[src/rtl/adc_frontend_emu_if.sv]
// Interface bundle between the DAQ readout and the ADC front-end emulator.
// The readout side (master) drives the strobes and the trigger enable.
// The emulator side (slave) drives the serial lanes, the trigger, busy and the error flags.
interface adc_frontend_emu_if #(
    parameter int unsigned NUM_LANES = 5
);
    logic                 sensor_clk;
    logic                 sensor_rst;
    logic                 adc_cnv;
    logic                 adc_clk;
    logic                 trg_en;
    logic [NUM_LANES-1:0] adc_data;
    logic                 trg_out;
    logic                 busy;
    logic [1:0]           err_sticky;

    modport master (
        output sensor_clk, sensor_rst, adc_cnv, adc_clk, trg_en,
        input  adc_data, trg_out, busy, err_sticky
    );

    modport slave (
        input  sensor_clk, sensor_rst, adc_cnv, adc_clk, trg_en,
        output adc_data, trg_out, busy, err_sticky
    );
endinterface

[src/rtl/adc_frontend_emu.sv]
// Sensor-side emulator of the BPM front-end board.
// Responds to the readout strobes (sensor_clk, sensor_rst, adc_cnv, adc_clk) by
// serialising a known per-lane pattern on the ADC lanes, and generates a periodic
// external trigger. All strobes are asynchronous to clk and are synchronised here.
// Optional feature: define ADC_EMU_LFSR_EN to XOR LFSR noise into the low sample bits.
module adc_frontend_emu #(
    parameter int unsigned NUM_LANES    = 5,
    parameter int unsigned ADC_BITS     = 16,
    parameter int unsigned NUM_CHANNELS = 64,
    parameter int unsigned CONV_CYCLES  = 40,
    parameter int unsigned TRG_PERIOD   = 100000,
    parameter int unsigned TRG_WIDTH    = 8
) (
    input  logic              clk,
    input  logic              reset_n,
    adc_frontend_emu_if.slave bus
);
    localparam int unsigned CHW = (NUM_CHANNELS > 1) ? $clog2(NUM_CHANNELS) : 1;
    localparam int unsigned CW  = $clog2(CONV_CYCLES + 1);
    localparam int unsigned BW  = $clog2(ADC_BITS + 1);
    localparam int unsigned TW  = $clog2(TRG_PERIOD + 1);

    typedef enum logic [1:0] {
        ST_IDLE  = 2'd0,
        ST_CONV  = 2'd1,
        ST_SHIFT = 2'd2
    } state_e;

    // ------------------------------------------------------------------
    // Strobe synchronisers: two flops, then a third flop holding the
    // previous synchronised level for edge detection.
    // Bit order of the 4-bit vectors: {adc_clk, adc_cnv, sensor_rst, sensor_clk}.
    // ------------------------------------------------------------------
    logic [3:0] pins_w;
    logic [3:0] sync1_q, sync2_q;
    logic [2:0] prev_q;   // {adc_clk, adc_cnv, sensor_clk}; sensor_rst is used as a level
    logic       sclk_rise_w, srst_lvl_w, cnv_rise_w, aclk_fall_w;

    assign pins_w = {bus.adc_clk, bus.adc_cnv, bus.sensor_rst, bus.sensor_clk};

    // Synchronise the asynchronous strobes and keep the previous level for edge detection.
    // NOTE: registers are written with non-blocking assignments so every flop samples pre-edge values.
    always_ff @(posedge clk or negedge reset_n) begin
        if (!reset_n) begin
            sync1_q <= '0;
            sync2_q <= '0;
            prev_q  <= '0;
        end else begin
            sync1_q <= pins_w;
            sync2_q <= sync1_q;
            prev_q  <= {sync2_q[3], sync2_q[2], sync2_q[0]};
        end
    end

    assign sclk_rise_w = sync2_q[0] & ~prev_q[0];
    assign srst_lvl_w  = sync2_q[1];
    assign cnv_rise_w  = sync2_q[2] & ~prev_q[1];
    assign aclk_fall_w = ~sync2_q[3] & prev_q[2];

    // ------------------------------------------------------------------
    // Channel / frame counters
    // ------------------------------------------------------------------
    logic [CHW-1:0] chan_q;
    logic [15:0]    frame_q;

    // Advance the channel on sensor_clk; sensor_rst holds it at zero and wins over sensor_clk.
    always_ff @(posedge clk or negedge reset_n) begin
        if (!reset_n) begin
            chan_q  <= '0;
            frame_q <= '0;
        end else if (srst_lvl_w) begin
            chan_q  <= '0;
        end else if (sclk_rise_w) begin
            if (chan_q == CHW'(NUM_CHANNELS - 1)) begin
                chan_q  <= '0;
                frame_q <= frame_q + 16'd1;
            end else begin
                chan_q  <= chan_q + CHW'(1);
            end
        end
    end

    // ------------------------------------------------------------------
    // Conversion / serialisation FSM state
    // ------------------------------------------------------------------
    state_e                              state_q, state_d;
    logic [CW-1:0]                       conv_cnt_q, conv_cnt_d;
    logic [BW-1:0]                       bit_cnt_q, bit_cnt_d;
    logic [NUM_LANES-1:0][ADC_BITS-1:0]  shreg_q, shreg_d;
    logic [1:0]                          err_q, err_d;
    logic [NUM_LANES-1:0][ADC_BITS-1:0]  sample_w;

`ifdef ADC_EMU_LFSR_EN
    logic [15:0] lfsr_q;

    // Step the noise LFSR once per captured conversion (x^16+x^14+x^13+x^11+1).
    always_ff @(posedge clk or negedge reset_n) begin
        if (!reset_n) begin
            lfsr_q <= 16'hACE1;
        end else if (state_q == ST_CONV && conv_cnt_q == '0) begin
            lfsr_q <= {lfsr_q[14:0], lfsr_q[15] ^ lfsr_q[13] ^ lfsr_q[12] ^ lfsr_q[10]};
        end
    end
`endif

    // Per-lane sample: lane index, channel and low frame bits packed into one word.
    for (genvar l = 0; l < NUM_LANES; l++) begin : g_sample
        logic [ADC_BITS-1:0] pattern;
        assign pattern = ADC_BITS'((32'(l) << 13)
                                 | ((32'(chan_q) & 32'h7F) << 6)
                                 | 32'(frame_q[5:0]));
`ifdef ADC_EMU_LFSR_EN
        assign sample_w[l] = pattern ^ ADC_BITS'(lfsr_q[3:0] ^ 4'(l));
`else
        assign sample_w[l] = pattern;
`endif
    end

    // Register the FSM state, counters, shift registers and sticky error flags.
    // NOTE: the shift registers are reset too because they feed adc_data directly.
    always_ff @(posedge clk or negedge reset_n) begin
        if (!reset_n) begin
            state_q    <= ST_IDLE;
            conv_cnt_q <= '0;
            bit_cnt_q  <= '0;
            shreg_q    <= '0;
            err_q      <= '0;
        end else begin
            state_q    <= state_d;
            conv_cnt_q <= conv_cnt_d;
            bit_cnt_q  <= bit_cnt_d;
            shreg_q    <= shreg_d;
            err_q      <= err_d;
        end
    end

    // Next-state logic: start conversion, count busy time, capture and shift, flag protocol errors.
    // NOTE: every signal gets a default first so no path leaves one unassigned (no latches).
    always_comb begin
        state_d    = state_q;
        conv_cnt_d = conv_cnt_q;
        bit_cnt_d  = bit_cnt_q;
        shreg_d    = shreg_q;
        err_d      = err_q;
        unique case (state_q)
            ST_IDLE: begin
                if (cnv_rise_w) begin
                    state_d    = ST_CONV;
                    conv_cnt_d = CW'(CONV_CYCLES - 1);
                end
            end
            ST_CONV: begin
                if (aclk_fall_w) begin
                    err_d[0] = 1'b1;
                end
                if (conv_cnt_q == '0) begin
                    state_d   = ST_SHIFT;
                    shreg_d   = sample_w;
                    bit_cnt_d = '0;
                end else begin
                    conv_cnt_d = conv_cnt_q - CW'(1);
                end
            end
            ST_SHIFT: begin
                if (cnv_rise_w) begin
                    // A new conversion request aborts the readout and restarts conversion.
                    err_d[1]   = 1'b1;
                    state_d    = ST_CONV;
                    conv_cnt_d = CW'(CONV_CYCLES - 1);
                    shreg_d    = '0;
                end else if (aclk_fall_w) begin
                    if (bit_cnt_q == BW'(ADC_BITS - 1)) begin
                        state_d = ST_IDLE;
                        shreg_d = '0;
                    end else begin
                        bit_cnt_d = bit_cnt_q + BW'(1);
                        for (int l = 0; l < int'(NUM_LANES); l++) begin
                            shreg_d[l] = shreg_q[l] << 1;
                        end
                    end
                end
            end
            default: begin
                state_d = ST_IDLE;
                shreg_d = '0;
            end
        endcase
    end

    // Drive each lane with the MSB of its shift register while serialising.
    logic [NUM_LANES-1:0] adc_data_w;
    always_comb begin
        adc_data_w = '0;
        if (state_q == ST_SHIFT) begin
            for (int l = 0; l < int'(NUM_LANES); l++) begin
                adc_data_w[l] = shreg_q[l][ADC_BITS-1];
            end
        end
    end

    // ------------------------------------------------------------------
    // Periodic trigger
    // ------------------------------------------------------------------
    logic [TW-1:0] trg_cnt_q;
    logic          trg_q;

    // Free-running period counter while enabled; the pulse covers the first TRG_WIDTH counts.
    always_ff @(posedge clk or negedge reset_n) begin
        if (!reset_n) begin
            trg_cnt_q <= '0;
            trg_q     <= 1'b0;
        end else if (!bus.trg_en) begin
            trg_cnt_q <= '0;
            trg_q     <= 1'b0;
        end else begin
            trg_q     <= (32'(trg_cnt_q) < TRG_WIDTH);
            trg_cnt_q <= (trg_cnt_q == TW'(TRG_PERIOD - 1)) ? '0 : trg_cnt_q + TW'(1);
        end
    end

    assign bus.adc_data   = adc_data_w;
    assign bus.trg_out    = trg_q;
    assign bus.busy       = (state_q == ST_CONV);
    assign bus.err_sticky = err_q;
endmodule

[src/flat_wrapper.sv]
// flat-port wrapper written by rule: the top's interface ports become plain ports
module adc_frontend_emu_flat 
#(
    parameter int unsigned NUM_LANES    = 5,
    parameter int unsigned ADC_BITS     = 16,
    parameter int unsigned NUM_CHANNELS = 64,
    parameter int unsigned CONV_CYCLES  = 40,
    parameter int unsigned TRG_PERIOD   = 100000,
    parameter int unsigned TRG_WIDTH    = 8
)
  (clk, reset_n, bus_sensor_clk, bus_sensor_rst, bus_adc_cnv, bus_adc_clk, bus_trg_en, bus_adc_data, bus_trg_out, bus_busy, bus_err_sticky);
  adc_frontend_emu_if #(.NUM_LANES(NUM_LANES)) bus_i ();
  input  logic clk;
  input  logic reset_n;
  input wire logic [$bits(bus_i.sensor_clk)-1:0] bus_sensor_clk;
  input wire logic [$bits(bus_i.sensor_rst)-1:0] bus_sensor_rst;
  input wire logic [$bits(bus_i.adc_cnv)-1:0] bus_adc_cnv;
  input wire logic [$bits(bus_i.adc_clk)-1:0] bus_adc_clk;
  input wire logic [$bits(bus_i.trg_en)-1:0] bus_trg_en;
  output wire logic [$bits(bus_i.adc_data)-1:0] bus_adc_data;
  output wire logic [$bits(bus_i.trg_out)-1:0] bus_trg_out;
  output wire logic [$bits(bus_i.busy)-1:0] bus_busy;
  output wire logic [$bits(bus_i.err_sticky)-1:0] bus_err_sticky;
  assign bus_i.sensor_clk = bus_sensor_clk;
  assign bus_i.sensor_rst = bus_sensor_rst;
  assign bus_i.adc_cnv = bus_adc_cnv;
  assign bus_i.adc_clk = bus_adc_clk;
  assign bus_i.trg_en = bus_trg_en;
  assign bus_adc_data = bus_i.adc_data;
  assign bus_trg_out = bus_i.trg_out;
  assign bus_busy = bus_i.busy;
  assign bus_err_sticky = bus_i.err_sticky;
  adc_frontend_emu #(.NUM_LANES(NUM_LANES), .ADC_BITS(ADC_BITS), .NUM_CHANNELS(NUM_CHANNELS), .CONV_CYCLES(CONV_CYCLES), .TRG_PERIOD(TRG_PERIOD), .TRG_WIDTH(TRG_WIDTH)) u_core (.clk(clk), .reset_n(reset_n), .bus(bus_i));
endmodule
[config.mk]
export PLATFORM = sky130hd
export DESIGN_NAME = adc_frontend_emu_flat
export DESIGN_NICKNAME = d
export VERILOG_FILES = /design/src/rtl/adc_frontend_emu_if.sv /design/src/rtl/adc_frontend_emu.sv /design/src/flat_wrapper.sv
export SDC_FILE = /design/constraint.sdc
export NUM_CORES = 1
export LEC_CHECK = 0
export ABC_AREA = 0
export CAP_MARGIN = 20
export CORE_UTILIZATION = 54
export CTS_BUF_LIST = sky130_fd_sc_hd__clkbuf_8
export CTS_CLUSTER_SIZE = 8
export DETAILED_ROUTE_END_ITERATION = 16
export PLACE_DENSITY_LB_ADDON = 0.05
export SLEW_MARGIN = 10
export SYNTH_ARGS = -nofsm -noshare
export SYNTH_HDL_FRONTEND = slang
export SYNTH_SLANG_ARGS = --single-unit
[constraint.sdc]
create_clock -name clk -period 3.2 [get_ports clk]
set_clock_uncertainty 0.2 [all_clocks]
set_input_delay 0.96 -clock clk [delete_from_list [all_inputs] [get_ports clk]]
set_output_delay 0.96 -clock clk [all_outputs]
set_load 0.05 [all_outputs]
### Word level (Yosys, flattened, before mapping)

Cells that the tools add are included.

* register bits after elaboration: 146
* bits in latches: 0
* bits in writable memories: 0
* ROM bits: 0
* bits of input ports: 7
* output and inout port bits: 9
* word-level logic and storage cells: 89
* memories kept: 0

* add/subtract/negate cells: 5
* multiply operators: 0
* divide/modulo/power cells: 0
* magnitude comparators: 1
* eq/ne operators: 14
* shift-type cells: 0
* multiplexer cells: 26
* bitwise gates (word level): 13
* reductions and logical operators: 13

Operators by type and width (number)
* two-way mux 80 bit: 4
* case mux 80 bit (3 select lines): 1
* two-way mux 17 bit: 2
* two-way mux 6 bit: 5
* bitwise OR 15 x 6 -> 15 bit: 2
* two-way mux 5 bit: 5
* adder 17 x 1 -> 17 bit (second input constant): 1
* equality test 17 bit (second input constant): 1
* less-than comparator 17 x 4 -> 1 bit (second input constant): 1
* adder 16 x 1 -> 16 bit (second input constant): 1
* bitwise OR 16 x 6 -> 16 bit: 1
* bitwise OR 14 x 6 -> 14 bit: 1
* bitwise OR 12 x 6 -> 12 bit: 1
* case mux 6 bit (2 select lines): 1
* two-way mux 2 bit: 5
* case mux 5 bit (2 select lines): 1
* AND reduction 3 bit: 3
* inequality test 2 x 1 -> 1 bit (second input constant): 4
* adder 6 x 1 -> 6 bit (second input constant): 1
* equality test 6 bit (second input constant): 1
* logical NOT 6 bit: 1
* inequality test 2 bit (second input constant): 3
* inequality test 3 x 1 -> 1 bit (second input constant): 2
* case mux 2 bit (3 select lines): 1
* other kinds (14): 23

### Longest topological paths before layout

Gate-level depths: netlist (run 1).

* depth in word-level cells: 5
* gate-level depth with buffers: 8
* depth with buffers taken out: 7

### Least setup slack after synthesis (run 1)

No wires, ideal clock.

* kind: flip-flop to output port
* start: reg u_core.state_q[0]
* end: out bus_adc_data[0]
* arrival: 1474 ps
* data required time: 2040 ps
* setup slack: 566 ps
* cell stages (with the launch flop): 6
* path buffers: 2
* cells stage by stage: dfrtp_1 > inv_1 > ha_1 > buf_2 > clkbuf_1 > and2_1

* word-level cells in the longest chain between the ends: 2

Ends and longest elaborated chain
* from (decl): RTL line adc_frontend_emu.sv:86 `state_e state_q, state_d;`
* from (signal assigned): RTL line adc_frontend_emu.sv:129 `state_q <= state_d;`
* equality test 2 bit: RTL line adc_frontend_emu.sv:194 `if (state_q == ST_SHIFT) begin`
* two-way mux 5 bit: RTL line adc_frontend_emu.sv:194
* to (decl): RTL line flat_wrapper.sv:20 `output wire logic [$bits(bus_i.adc_data)-1:0] bus_adc_data;`

No other way between the ends.

### Worst setup path in the final report (run 1)

* start: reg u_core.state_q[1]
* end: out bus_busy

* word-level cells in the longest chain between the ends: 1

Ends and longest elaborated chain
* equality test 2 x 1 -> 1 bit: RTL line adc_frontend_emu.sv:223 `assign bus.busy = (state_q == ST_CONV);`
* to (decl): RTL line flat_wrapper.sv:22 `output wire logic [$bits(bus_i.busy)-1:0] bus_busy;`

No other way between the ends.

==> flow_metrics.py, run 1 <==
metrics = {
    "status": {
        "outcome": "completed",
    },
    "clock_tree": {
        "clock_latency_ns": 0.35,
        "cts_htree_levels": 3,
        "cts.sinks": 80,
        "clk_path_buf_depth": 2,
        "hold_buffers": 0,
        "clock-root-buffer": "clkbuf_8",
        "postCtsSetupBuffers": 0,
        "cts_buffers": 9,
        "clk_pin_slew_worst_paths_ns": 0.08,
        "post_cts_resized": 0,
        "cts_tree": "yes",
    },
    "grt": {
        "antenna_found_initial": 0,
        "grt-ovfl-total": 0,
        "grt_pass1_wl_mm": 11.8,
        "grt_pass1_vias": 2540,
        "grt_max_degree": 44,
        "grtUsageTotal": 0.206,
    },
    "finish": {
        "final_cells": 467,
        "diodes": 0,
        "multi_input_comb_area_sq_mm": 0.00172,
        "fillers": 546,
        "syn_to_final_growth_pct": 14.6,
        "regArea_sq_mm": 0.00200,
        "final_nets": 385,
        "drive_above_1_share": 0.159,
    },
    "timing": {
        "period_share": 0.951,
        "tightest_slew_ns": 0.926,
        "setup_viol": 0,
        "period_needed_ns": 3.04,
        "rsz0062_at_grt": "no",
        "final-hold-violation-count": 0,
        "fmax_ghz": 0.329,
        "max_slew_margin": 0.380,
        "slew_violations": 0,
        "tns_ns": 0,
    },
    "place": {
        "gp_congestion": 0.844,
        "hpwl_mm": 4.54,
        "placed_cells": 451,
        "port_buffers": 15,
    },
    "setup_path": {
        "timing.critical_path.slowest_stage_cell": "clkdlybuf4s50_1",
        "cp.required_ns": 2.04,
        "rrSetupSlack_ns": 0.65,
        "cp-end-kind": "output pin",
        "r2r_cells": 5,
        "path_max_fanout": 4,
        "path_class": "reg2out",
        "crit_path_max_incr_delay_ns": 0.80,
        "path_cells": "inv_1, ha_1, clkdlybuf4s50_1",
        "cp.arrival_ns": 1.88,
        "critPathLaunchType": "flop",
    },
    "power_and_ir_drop": {
        "peakVddDrop_v": 0.000279,
        "power-per-cell-area_mw_per_mm2": 655,
        "power_w": 0.00289,
        "leakage_nw": 1.97,
    },
    "detailed_routing": {
        "avgRoutedWirePerCell_microns": 14.5,
        "post-route-drc-count": 0,
        "post_drt_via_cell_ratio": 5.54,
        "routed_wl_mm": 6.76,
        "ant_nets": 0,
        "drt_iter0_drc": 87,
        "dr.pass1.iters": 4,
        "vias": 2585,
    },
    "floorplanning": {
        "start_util": 0.563,
        "dieHeight_microns": 86.4,
        "ios": 16,
        "fp.coreArea_sq_mm": 0.00683,
        "fp-row-count": 30,
        "die_width_microns": 86.4,
        "die_area_sq_mm": 0.00746,
    },
    "logic_synthesis": {
        "synth_xor_area_frac": 0.0524,
        "postSynthAreaPerCell_sq_um": 11.1,
        "synth_nets": 365,
        "syn_inst": 346,
        "synth-adder-area-share": 0.0390,
        "ys_seq_area_frac": 0.520,
        "synth_compound_area_frac": 0.114,
        "synth_top_family_by_area": "simple AND/OR/NAND/NOR gates",
        "yosys_warnings": 0,
        "ys_ff_latch": 80,
        "synthSimpleGateAreaFrac": 0.175,
        "synth_mux_area_frac": 0.0673,
        "synth.distinct_cells": 44,
        "syn_area_sq_mm": 0.00385,
    },
    "hold_path": {
        "hold_path_class": "reg2reg",
        "holdPathStages": 0,
    },
    "job": {
        "maxCapViolations": 0,
    },
}
-- per-stage QoR --
stage / util / cell area (sq um) / worst slack [ns] / hold WS (ns)
after global routing: 0.645 / 4410 / 0.0263 / 0.161
final: 0.645 / 4410 / 0.156 / 0.156
after global placement: 0.610 / 4170 / 0.568 / 0.136
after CTS: 0.645 / 4410 / 0.133 / 0.160
after detailed placement: 0.610 / 4170 / 0.532 / 0.140
after floorplan: - / 3850 / 0.566 / 0.131
-- area by class of cell --
cell class	instances	area share
Clock buffer	9	0.0281
Tap cell	96	0.0272
Timing Repair Buffer	20	0.0562
Inverter	19	0.0162
Sequential cell	80	0.454
Multi-Input combinational cell	236	0.391
Clock inverter	7	0.0272
-- placed cells by master (no fill, tap or decap), types with 11 or more instances in the layout --
master / n
nand3_1: 11
ha_1: 12
nand4_1: 19
nand2_1: 16
dfrtp_1: 80
nor2_1: 28
a22o_1: 12
inv_1: 19
xnor2_1: 16
a21oi_1: 12
-- sequential cells by signal (all words and copies together), names as in the netlist --
name                   count
u_core.shreg_q            24
u_core.trg_cnt_q          17
u_core.chan_q              6
u_core.conv_cnt_q          6
u_core.frame_q             6
u_core.bit_cnt_q           5
u_core.sync1_q             4
u_core.sync2_q             4
u_core.prev_q              3
u_core.bus.err_sticky      2
u_core.state_q             2
u_core.bus.trg_out         1
-- metal layers --
metal / part of all wire / wire, microns / track usage / up-vias
met4: 0.029 / 194 / 0.115 / 0
met5: 0 / 0 / 0 / -
met2: 0.45 / 3070 / 0.321 / 39
met1: 0.49 / 3350 / 0.277 / 1248
li1: - / - / - / 1282
met3: 0.022 / 152 / 0.0314 / 16
-- cells by family after synthesis --
family | after synthesis
AOI/OAI and AO/OA | 56
muxes | 21
xor gates and xnor gates | 23
adders and majority gates | 12
DFF | 80
and+or+nand+nor | 124
buffers and inverters | 30
-- cell usage after synthesis (all sizes together) --
cell	n	area share
and3	2	0.0033
o21ai	6	0.011
nor2	28	0.027
a21o	3	0.0059
and2	6	0.0098
o211ai	1	0.0020
inv	19	0.019
xor2	7	0.016
or4b	1	0.0036
ha	12	0.039
nor3	10	0.013
xnor2	16	0.036
a31oi	10	0.018
or2	2	0.0033
nor2b	3	0.0049
o41ai	1	0.0072
nand3b	1	0.0020
nand2b	4	0.0065
nand3	11	0.014
nor3b	2	0.0039
nand4	19	0.031
a22o	12	0.027
mux2i	6	0.016
or3	4	0.0065
mux2	15	0.052
o31ai	1	0.0020
a21bo	7	0.018
dfrtp	80	0.52
nand4b	2	0.0046
buf	5	0.0081
clkbuf	6	0.0059
a21oi	12	0.016
a41oi	2	0.0046
or3b	1	0.0023
nor4	10	0.018
o2111ai	1	0.0023
and4	1	0.0023
nand2	17	0.019
-- report_power, final --
group | switching (W) | internal, W | total (W)
clock | 0.000377 | 0.000519 | 0.000896
combinational | 0.000531 | 0.000308 | 0.000839
sequential | 0.0000678 | 0.00108 | 0.00115
-- worst paths after layout --
check                                              start                          endpoint
max reg2reg                u_core.state_q[0]$_DFFE_PN0P_    u_core.shreg_q[67]$_DFFE_PN0P_
max in group asynchronous                        reset_n     u_core.trg_cnt_q[2]$_DFF_PN0_
min in group asynchronous                        reset_n  u_core.conv_cnt_q[3]$_DFFE_PN0P_
min                          u_core.sync1_q[1]$_DFF_PN0_       u_core.sync2_q[1]$_DFF_PN0_
min reg2reg                  u_core.sync1_q[1]$_DFF_PN0_       u_core.sync2_q[1]$_DFF_PN0_
max                        u_core.state_q[1]$_DFFE_PN0P_                          bus_busy
-- critical path: cells and delay by family, from the launching register on --
| kind | cells | cell delay (ns) |
|---|---|---|
| flops | 1 | 0.41 |
| fa+ha+maj | 1 | 0.19 |
| buf+inv | 2 | 0.92 |
Note: power is estimated with default switching activity, not from simulation.
==> run 2: changes to the inputs <==
- CORE_ASPECT_RATIO: unset -> 1.2
==> run 2 against run 1 <==
Net effect:
- final area is 0.45% lower
- flip-flop and latch count stayed put
- combinational power is 0.8% lower
- worst hold slack worse by 0.013 ns
==> flow_metrics.py, run 2 (same netlist as run 1, synthesis figures left out) <==
metrics = {
    "finish": {
        "largestRegisters": "u_core.shreg_q (24), u_core.trg_cnt_q (17)",
        "multi_input_comb_area_sq_mm": 0.00172,
        "largest_register_ffs": 24,
        "drive_above_1_share": 0.154,
        "most-common-layout-cells": "80 x dfrtp_1, 28 x nor2_1, 20 x inv_1, 19 x nand4_1",
        "final_nets": 384,
        "fillers": 558,
        "largest-register": "u_core.shreg_q",
        "final_common_cell": "dfrtp_1",
        "diodes": 0,
        "syn_to_final_growth_pct": 14.1,
        "regArea_sq_mm": 0.00200,
    },
    "timing": {
        "final-hold-violation-count": 0,
        "period_share": 0.942,
        "rsz0062_at_grt": "no",
        "tns_ns": 0,
        "slew_violations": 0,
        "fmax_ghz": 0.332,
        "setup_viol": 0,
        "max_slew_margin": 0.563,
        "tightest_slew_ns": 0.656,
        "period_needed_ns": 3.01,
    },
    "detailed_routing": {
        "post_drt_via_cell_ratio": 5.61,
        "drt_iter0_drc": 103,
        "ant_nets": 0,
        "avgRoutedWirePerCell_microns": 14.6,
        "dr.pass1.iters": 4,
        "vias": 2564,
        "routed_wl_mm": 6.68,
        "post-route-drc-count": 0,
    },
    "setup_path": {
        "cp.arrival_ns": 1.85,
        "critPathLaunchType": "flop",
        "path_max_fanout": 18,
        "cp-end-kind": "output pin",
        "cp.required_ns": 2.04,
        "path_class": "reg2out",
    },
    "grt": {
        "grt-ovfl-total": 0,
        "grtUsageTotal": 0.200,
        "grt_max_degree": 44,
        "met1_usage": 0.269,
        "grt_pass1_wl_mm": 11.6,
        "met2_usage": 0.316,
        "use_met3": 0.0454,
        "grt_pass1_vias": 2477,
        "antenna_found_initial": 0,
        "grt-busiest-layer": "met2",
    },
    "power_and_ir_drop": {
        "power_w": 0.00288,
        "leakage_nw": 1.97,
        "power-per-cell-area_mw_per_mm2": 657,
        "peakVddDrop_v": 0.000499,
    },
    "clock_tree": {
        "clock_latency_ns": 0.34,
        "postCtsSetupBuffers": 0,
        "clk_path_buf_depth": 2,
        "cts_htree_levels": 3,
        "clock-root-buffer": "clkbuf_8",
        "cts_tree": "yes",
        "cts.sinks": 80,
        "hold_buffers": 0,
        "cts_buffers": 9,
        "post_cts_resized": 1,
        "clk_pin_slew_worst_paths_ns": 0.09,
    },
    "place": {
        "port_buffers": 15,
        "hpwl_mm": 4.50,
        "gp_congestion": 0.823,
    },
    "floorplanning": {
        "die_width_microns": 79.0,
        "fp.coreArea_sq_mm": 0.00685,
        "dieHeight_microns": 94.5,
        "fp-row-count": 33,
        "die_area_sq_mm": 0.00747,
        "ios": 16,
        "start_util": 0.561,
    },
    "hold_path": {
        "hold_path_class": "reg2reg",
    },
    "job": {
        "maxCapViolations": 0,
    },
    "status": {
        "outcome": "completed",
    },
}
## run 2: changes by cell type in the layout (fill, tap and decap cells not counted), sizes merged
cell	previous run	this run
inv	19	21
buf	11	10
clkinvlp	1	0
clkinv	3	2
dlygate4sd2	0	1
clkdlybuf4s50	9	8
## run 2: report_power, final
part           switching, W  total (W)  internal [W]
clock              0.000378   0.000900      0.000521
sequential        0.0000668    0.00115       0.00108
combinational      0.000537   0.000832      0.000295
total              0.000982    0.00288       0.00190
## run 2: worst paths after layout
check                           slack [ns]                           from  cells past startpoint                                to
worst max-delay path                  0.19  u_core.state_q[0]$_DFFE_PN0P_                      4                   bus_adc_data[3]
worst min-delay path                  0.14    u_core.sync1_q[2]$_DFF_PN0_                      0       u_core.sync2_q[2]$_DFF_PN0_
worst max register to register        0.62  u_core.state_q[0]$_DFFE_PN0P_                      5    u_core.shreg_q[65]$_DFFE_PN0P_
worst min register to register        0.14    u_core.sync1_q[2]$_DFF_PN0_                      0       u_core.sync2_q[2]$_DFF_PN0_
max in group asynchronous             1.84                        reset_n                      2     u_core.trg_cnt_q[4]$_DFF_PN0_
min in group asynchronous             0.37                        reset_n                      1  u_core.conv_cnt_q[2]$_DFFE_PN0P_
## run 2: metal layers
metal / vias up / wire, microns / part of all wire
li1: 1271 / - / -
met1: 1256 / 3320 / 0.50
met2: 33 / 3150 / 0.47
met3: 4 / 156 / 0.023
met4: 0 / 53 / 0.0079
met5: - / 0 / 0
## run 2: cell type report
| cell class | instances | share of cell area |
|---|---|---|
| flip-flops and latches | 80 | 0.456 |
| multi-input cells | 236 | 0.393 |
| repair buffers | 19 | 0.0544 |
| clock buffers | 9 | 0.0282 |
| clock inverters | 7 | 0.0274 |
| well taps | 87 | 0.0248 |
| inverters | 19 | 0.0162 |
## run 2: per-stage QoR
stage               cells  setup slack (ns)  hold slack, ns  cell area [sq um]  utilization
CTS                   457             0.156           0.150               4390        0.640
finish                457             0.186           0.143               4390        0.640
global placement      441             0.396           0.135               4150        0.605
global route          457            0.0231           0.159               4390        0.640
floorplan             346             0.566           0.131               3850            -
detailed placement    441             0.355           0.135               4150        0.605
## run 2: worst max-delay path, cell delays in order, from the launching register on
cell and delay (ns):
dfrtp_1 0.43, inv_1 0.12, ha_1 0.53, and2_1 0.27
buf_12 0.15
==> run 3: changes to the inputs <==
- SLEW_MARGIN: 10 -> 20
- clock period: 3.2 -> 3.8 ns (I/O delays scaled with it)
==> run 3 against run 2 <==
Net effect:
- global-route usage shrank 0.37 points
- critical endpoint is now bus_adc_data[0]
- setup slack gained 0.14 ns
- count of clock-buffer cells in the layout grew 1
- first-iteration DRC count shrank 12%
- sequential share of layout area grew 1.2 points
- utilization shrank 1.6 points
- routed wire length shrank 1.6%
- die area is the same
- sequential power shrank 16%
- largest cell class unchanged
- final area shrank 2.5%
==> flow_metrics.py, run 3 (same netlist as run 1, synthesis figures left out) <==
metrics = {
    "timing": {
        "slew_violations": 0,
        "period_needed_ns": 3.48,
        "setup_viol": 0,
        "final-hold-violation-count": 0,
        "max_slew_margin": 0.396,
        "tightest_slew_ns": 0.903,
        "fmax_ghz": 0.288,
        "tns_ns": 0,
        "period_share": 0.915,
        "rsz0062_at_grt": "no",
    },
    "power_and_ir_drop": {
        "switching_share": 0.369,
        "peakVddDrop_v": 0.000291,
        "clkPwrFrac": 0.260,
        "power_frac_seq": 0.430,
        "p_switching_w": 0.000833,
        "p_int_w": 0.00142,
        "leakage_nw": 1.91,
        "combPwrFrac": 0.311,
        "power-per-cell-area_mw_per_mm2": 527,
    },
    "finish": {
        "syn_to_final_growth_pct": 11.2,
        "largest_register_ffs": 24,
        "final_nets": 383,
        "diodes": 0,
        "regArea_sq_mm": 0.00200,
        "fillers": 598,
        "largest-register": "u_core.shreg_q",
        "multi_input_comb_area_sq_mm": 0.00172,
        "final_util": 0.624,
        "final_common_cell": "dfrtp_1",
        "most-common-layout-cells": "80 x dfrtp_1, 28 x nor2_1, 19 x inv_1, 19 x nand4_1",
        "final_cells": 456,
        "drive_above_1_share": 0.141,
        "largestRegisters": "u_core.shreg_q (24), u_core.trg_cnt_q (17)",
    },
    "job": {
        "maxCapViolations": 0,
    },
    "grt": {
        "antenna_found_initial": 0,
        "grt_max_degree": 81,
        "grtUsageTotal": 0.196,
        "grt-ovfl-total": 0,
        "grt_pass1_vias": 2541,
        "grt_pass1_wl_mm": 11.3,
    },
    "detailed_routing": {
        "ant_nets": 0,
        "dr.pass1.iters": 5,
        "post-route-drc-count": 0,
        "avgRoutedWirePerCell_microns": 14.4,
        "post_drt_via_cell_ratio": 5.72,
        "vias": 2609,
        "drt_iter0_drc": 91,
        "routed_wl_mm": 6.57,
    },
    "setup_path": {
        "path_class": "reg2out",
        "reg2reg_to": "u_core.shreg_q[68]$_DFFE_PN0P_",
        "cp-end-kind": "output pin",
        "crit_path_max_incr_delay_ns": 0.79,
        "critPathLaunchType": "flop",
        "startpoint": "u_core.state_q[0]$_DFFE_PN0P_",
        "rrSetupSlack_ns": 1.18,
        "reg2reg_from": "u_core.conv_cnt_q[0]$_DFFE_PN0P_",
        "path_max_fanout": 6,
        "cp.arrival_ns": 2.14,
        "timing.critical_path.slowest_stage_cell": "clkdlybuf4s50_1",
        "endpoint": "bus_adc_data[0]",
        "cp.required_ns": 2.46,
        "r2r_cells": 6,
        "path_cells": "inv_1, ha_1, and2_1, clkdlybuf4s50_1",
    },
    "clock_tree": {
        "postCtsSetupBuffers": 0,
        "hold_buffers": 0,
        "clk_path_buf_depth": 2,
        "cts_tree": "yes",
        "cts.sinks": 80,
        "cts_htree_levels": 3,
        "clock_latency_ns": 0.35,
        "cts_buffers": 9,
        "clock-root-buffer": "clkbuf_8",
        "clk_pin_slew_worst_paths_ns": 0.08,
        "post_cts_resized": 0,
    },
    "floorplanning": {
        "fp-row-count": 33,
        "dieHeight_microns": 94.5,
        "fp.coreArea_sq_mm": 0.00685,
        "ios": 16,
        "die_width_microns": 79.0,
        "die_area_sq_mm": 0.00747,
        "start_util": 0.561,
    },
    "status": {
        "outcome": "completed",
    },
    "place": {
        "hpwl_mm": 4.38,
        "gp_congestion": 0.786,
        "placed_cells": 439,
        "port_buffers": 15,
    },
    "hold_path": {
        "hold_path_class": "reg2reg",
        "min_from": "u_core.sync1_q[0]$_DFF_PN0_",
    },
}
## run 3: stage by stage
step / worst slack [ns] / hold slack [ns] / cell area [sq um] / power [W]
floorplan: 0.986 / 0.131 / 3850 / 0.00153
global placement: 0.691 / 0.135 / 4070 / 0.00168
detailed placement: 0.671 / 0.141 / 4070 / 0.00169
CTS: 0.284 / 0.158 / 4260 / 0.00228
global route: 0.208 / 0.161 / 4280 / 0.00239
finish: 0.322 / 0.155 / 4280 / 0.00226
## run 3: worst max-delay path, delay by kind of cell, from the launching register on
family,cells,cell delay [ns]
DFF,1,0.43
adders and majority gates,1,0.29
and+or+nand+nor,1,0.16
buffers and inverters,2,0.91
## run 3: how the worst min path moves through the flow
stage / endpoint / slack [ns] / depth (start not counted)
2_1_floorplan: u_core.sync2_q[0]$_DFF_PN0_ / 0.13 / 0
3_3_place_gp: u_core.sync2_q[1]$_DFF_PN0_ / 0.14 / 0
3_5_place_dp: u_core.sync2_q[2]$_DFF_PN0_ / 0.14 / 0
4_1_cts: u_core.sync2_q[0]$_DFF_PN0_ / 0.16 / 0
5_1_grt: u_core.sync2_q[1]$_DFF_PN0_ / 0.16 / 0
6_report: u_core.sync2_q[0]$_DFF_PN0_ / 0.16 / 0
## run 3: final cells by class
cell class                 count  area share
sequential                    80       0.468
clock inverter                 6      0.0120
inverter                      19      0.0167
multi-input combinational    236       0.403
timing repair buffer          18      0.0427
clock buffer                  10      0.0322
tap                           87      0.0254
## run 3: power by group through the flow
stage | registers [W] | logic [W] | clock network [W]
2_1_floorplan | 0.000994 | 0.000535 | 0
3_3_place_gp | 0.000983 | 0.000696 | 0
3_5_place_dp | 0.000986 | 0.000701 | 0
4_1_cts | 0.000969 | 0.000702 | 0.000605
5_1_grt | 0.000977 | 0.000773 | 0.000638
6_report | 0.000969 | 0.000701 | 0.000586
## run 3: metal layers
layer  up-vias  track usage  part of all wire
met5         -            0                 0
met2        30        0.318              0.46
met1      1295        0.253              0.50
li1       1275            -                 -
met3         9       0.0290             0.019
met4         0        0.105             0.018
